**src/rtl/ifetch_unit.sv**
```systemverilog
// Instruction-fetch stage: owns the PC, strobes the instruction memory, latches the IR
// and computes the next PC (sequential, branch, jump, jump-register) on request.
//
// state | meaning
// FETCH | im_r high, waiting for fetch_en to capture im_rd into ir
// HOLD  | ir valid and stable, waiting for pc_wr to load next_pc
module ifetch_unit #(
  parameter logic [31:0] RESET_PC = 32'h0000_0000
) (
  input  logic        clk,
  input  logic        rst,
  input  logic        fetch_en,
  input  logic        pc_wr,
  input  logic [1:0]  pc_sel,
  input  logic [31:0] jr_addr,
  input  logic [31:0] im_rd,
  output logic [31:0] im_addr,
  output logic        im_r,
  output logic        im_w,
  output logic [31:0] im_wd,
  output logic [31:0] pc,
  output logic [31:0] ir,
  output logic        ir_valid,
  output logic [31:0] link,
  output logic        misalign,
  output logic        seq_err,
  output logic [31:0] instr_count
);

  typedef enum logic {FETCH, HOLD} state_t;
  state_t state;

  logic [31:0] next_pc;
  logic [31:0] br_off;

  assign im_addr = pc;
  assign im_w    = 1'b0;
  assign im_wd   = 32'h0000_0000;
  assign br_off  = {{14{ir[15]}}, ir[15:0], 2'b00};

  // Targets are relative to link (pc+4 of the instruction in ir), modulo 2^32.
  always_comb begin
    next_pc = link;
    case (pc_sel)
      2'b00:   next_pc = link;
      2'b01:   next_pc = link + br_off;
      2'b10:   next_pc = {link[31:28], ir[25:0], 2'b00};
      default: next_pc = {jr_addr[31:2], 2'b00};
    endcase
  end

  always_ff @(posedge clk or posedge rst) begin
    if (rst) begin
      state       <= FETCH;
      pc          <= RESET_PC;
      ir          <= 32'h0000_0000;
      link        <= 32'h0000_0000;
      ir_valid    <= 1'b0;
      im_r        <= 1'b1;
      misalign    <= 1'b0;
      seq_err     <= 1'b0;
      instr_count <= 32'h0000_0000;
    end else begin
      case (state)
        FETCH: begin
          if (pc_wr)
            seq_err <= 1'b1;
          if (fetch_en) begin
            ir          <= im_rd;
            link        <= pc + 32'd4;
            instr_count <= instr_count + 32'd1;
            ir_valid    <= 1'b1;
            im_r        <= 1'b0;
            state       <= HOLD;
          end
        end
        HOLD: begin
          if (pc_wr) begin
            pc <= next_pc;
            if (pc_sel == 2'b11 && jr_addr[1:0] != 2'b00)
              misalign <= 1'b1;
            ir_valid <= 1'b0;
            im_r     <= 1'b1;
            state    <= FETCH;
          end
        end
        default: state <= FETCH;
      endcase
    end
  end

endmodule

```
**config.mk**
```make
export PLATFORM = sky130hd
export DESIGN_NAME = ifetch_unit
export DESIGN_NICKNAME = d
export VERILOG_FILES = /design/src/rtl/ifetch_unit.sv
export SDC_FILE = /design/constraint.sdc
export NUM_CORES = 1
export LEC_CHECK = 0
export ABC_AREA = 1
export BUFFER_PORTS_ARGS = -buffer_cell sky130_fd_sc_hd__buf_4
export CAP_MARGIN = 5
export CORE_ASPECT_RATIO = 1.25
export CORE_MARGIN = 1
export CORE_UTILIZATION = 47
export CTS_BUF_LIST = sky130_fd_sc_hd__clkbuf_4 sky130_fd_sc_hd__clkbuf_8
export DETAILED_ROUTE_END_ITERATION = 7
export HOLD_SLACK_MARGIN = 0.1
export PLACE_DENSITY = 0.73
export SLEW_MARGIN = 20
export SYNTH_ARGS = -nofsm -noshare
export SYNTH_HDL_FRONTEND = slang
export SYNTH_SLANG_ARGS = --single-unit
export TNS_END_PERCENT = 50
```
**constraint.sdc**
```tcl
create_clock -name clk -period 4.1 [get_ports clk]
set_input_delay 0.205 -clock clk [delete_from_list [all_inputs] [get_ports clk]]
set_output_delay 0.205 -clock clk [all_outputs]
set_load 0.05 [all_outputs]
```
==> metrics.md <==
| Metric | Value |
|---|---|
| CTS Root Cell | `clkbuf_8` |
| FF-to-FF path depth | `12` |
| H-tree levels | `4` |
| R2R Path Start | `ir[15]` |
| GR peak layer | `met2` |
| Placed standard-cell area | `between 0.01 and 0.015 mm2` |
| DRT antenna net count | `0` |
| Synth Cell Area | `between 0.009 and 0.01 mm2` |
| Nature of the critical path startpoint | `flip-flop` |
| Vias in the first global route | `9636` |
| Post-route cell area | `around 0.012 mm2` |
| RR Endpoint | `im_addr[25]` |
| Die Span Y | `around 160 um` |
| EDFF count, synth | `0` |
| DIE WIDTH | `129 um` |
| Die area | `approximately 0.021 mm2` |
| LEAKAGE | `0.00657 uW` |
| Syn_area_per_cell | `between 6 and 7 um2` |
| Clock insertion delay at the later pin of the skew report | `0.47 ns` |
| Status | `finished clean` |
| Crit-path max FO | `18` |
| Post-Synthesis Cells | `between 1000 and 1500` |
| Worst Setup Path Type | `reg2reg` |
| YS warnings | `0` |
| Largest area contributor in the netlist | `dfrtp_1` |
| Largest net degree at the start of global routing | `between 100 and 150` |
| Via Count | `slightly above 10000` |
| CP endpoint | `im_addr[25]` |
| GR Util met2 | `55.8%` |
| RSZ-0062 raised after global routing | `false` |
| Period minus WS final | `approximately 2.7 ns` |
| CTS clk-pin slew, worst paths | `~0.10 ns` |
| Worst-case vdd ir drop | `around 430 uV` |
| Detailed Route Iter0 Violations | `slightly above 800` |
| Initial antenna violation count | `0` |
| Worst Setup SP | `ir[15]` |
| Setup bufs post-CTS | `0` |
| Number of buffers created by CTS | `17` |
| WP data required | `approximately 4.4 ns` |
| First-pass GRT wire length | `between 50 and 60 mm` |
| Max Freq | `roughly 370 MHz` |
| Async set-reset flop share out of synthesis | `between 90% and 100%` |
| Synthesized flop and latch total | `133` |
| Core region area | `0.0196 mm2` |
| Setup slack, reg-to-reg | `around 1.4 ns` |
| Seq/Total Area, Yosys | `35.0%` |
| Global routing usage on met1 | `between 30% and 40%` |
| Synth unique cells | `41` |
| Antenna diode count | `0` |
| CTS tree | `done` |
| Fin util | `between 60% and 70%` |
| Least-Margin Pin Slew | `0.995 ns` |
| Post-synth top area share | `approximately a third` |
| Met3 Track Usage GR | `roughly 5.7%` |
| Worst slew margin | `33.6%` |
| Max-Cap Viols | `0` |
| PortBufs | `~230` |
| FILL cells | `~1800` |
| # clock sinks | `around 130` |
| Area grow syn2layout | `27.7%` |
| Final WL | `about 33 mm` |
| Crit end category | `flip-flop` |
| I/O pin total | `267` |
| Fin nets | `1754` |
| Rows | `57` |
| CTS Buffer Depth | `2` |
| Worst Path Arrival | `3.04 ns` |
| Routed length per instance | `between 15 and 20 um` |
| # setup viols final | `0` |
| GRT Total Usage | `about a third` |
| Initial Utilization | `48.4%` |
| Post-route DRC | `0` |
| 1st-pass router iterations | `6` |
| Largest cells by area after synthesis | `dfrtp_1 35%, nand2_1 20%, inv_1 7.1%` |
| Post-synth top flop | `dfrtp_1` |
| Fraction of layout cells with a size suffix above 1 | `a little under a fifth` |
| HP Class | `in2reg` |
| GRT Residual Overflow | `0` |
| Slew Limit Fails | `0` |
| Period utilisation layout | `between 60% and 70%` |
| Setup TNS | `0 ns` |
| PD cells | `between 600 and 700 mW/mm2` |
| Skew final | `around 0.021 ns` |
| Routed vias/inst | `around 5.3` |
| Post-DP HPWL | `approximately 25 mm` |
| GP Congestion | `just under 1` |
| Final Hold Violating Endpoints | `0` |
-- Yosys cell counts (all sizes together), types with 10 or more instances --
cell type / instances
buf: 74
ha: 31
xor2: 28
dfrtp: 132
o21ai: 66
inv: 186
nor2: 129
a31oi: 10
nor3: 23
nand4: 22
a21oi: 29
xnor2: 13
clkbuf: 23
a221oi: 24
nand2: 507
nand3: 71
-- worst min-delay path by stage --
stage                      from           to  slack, ns  cells after the start
floorplan                 pc_wr        state       0.31                      1
global placement      im_rd[13]       ir[13]       0.40                      3
detailed placement     im_rd[6]        ir[6]       0.40                      3
CTS                 jr_addr[11]  im_addr[11]       0.11                      5
global route        jr_addr[11]  im_addr[11]       0.15                      5
finish              jr_addr[11]  im_addr[11]       0.13                      5
-- metrics by stage --
step,setup WS (ns),cells,power [uW],hold WS (ns)
floorplan,0.342,1431,5380,0.312
detailed placement,1.48,1839,6710,0.401
CTS,1.45,1930,7900,0.114
finish,1.40,1930,7920,0.133
global placement,1.50,1839,6660,0.398
global route,1.25,1930,8370,0.155
-- what timing repair did --
action,4_1_cts,5_1_grt
hold buffers,59,0
resized for setup,0,0
endpoints found under the hold margin,158,0
-- layer usage --
| metal | vias up | share of wire, % |
|---|---|---|
| met2 | 536 | 49 |
| li1 | 4847 | - |
| met1 | 4695 | 38 |
| met3 | 111 | 7.8 |
| met4 | 0 | 5.4 |
| met5 | - | 0 |
-- flip-flops by register name, summed over array words and instances (netlist names) --
signal	flops
state	1
im_r	1
misalign	1
seq_err	1
instr_count	32
im_addr	32
ir	32
link	32
ir_valid	1
-- layout by cell type, fill, tap and decap left out, drive strengths merged, types with 29 or more instances in the layout --
cell type,n
nand2,507
nor2,129
conb,33
inv,197
a21oi,29
nand3,71
ha,31
buf,240
dlygate4sd3,59
o21ai,66
dfrtp,132
-- power by group --
group	switching, uW	internal [uW]	leakage [uW]
clock network	628	508	0.000200
logic	3220	1320	0.00470
registers	617	1630	0.00166
-- worst max-delay path: stages, from the launching register on --
cell and delay (ns):
dfrtp_1 0.68, ha_1 0.54, nand2_1 0.12, nor2_1 0.20, inv_1 0.08, nor2_1 0.24
nand3_1 0.20, nand3b_1 0.13, nand2_1 0.05, nand3_1 0.12, nand2_1 0.10, nand2_1 0.07
nand2_1 0.05
-- area by class of cell --
cell class                 count  area (um2)  share of cell area (%)
sequential                   133        3330                    27.4
inverter                     186         703                    5.80
timing repair buffer         299        2390                    19.7
tap                          265         332                    2.73
clock buffer                  17         234                    1.93
multi-input combinational   1015        4980                    41.1
clock inverter                15         158                    1.30
-- kinds of logic after synthesis --
| kind of cell | count (synthesis) | share of synthesized area, % |
|---|---|---|
| DFF | 133 | 35.0 |
| and+or+nand+nor | 769 | 34.3 |
| buffers and inverters | 283 | 13.8 |
| xor gates and xnor gates | 41 | 3.78 |
| other | 1 | 0.0395 |
| AOI/OAI and AO/OA | 140 | 8.72 |
| adders and majority gates | 32 | 4.29 |
(Power assumes the default switching activity.)
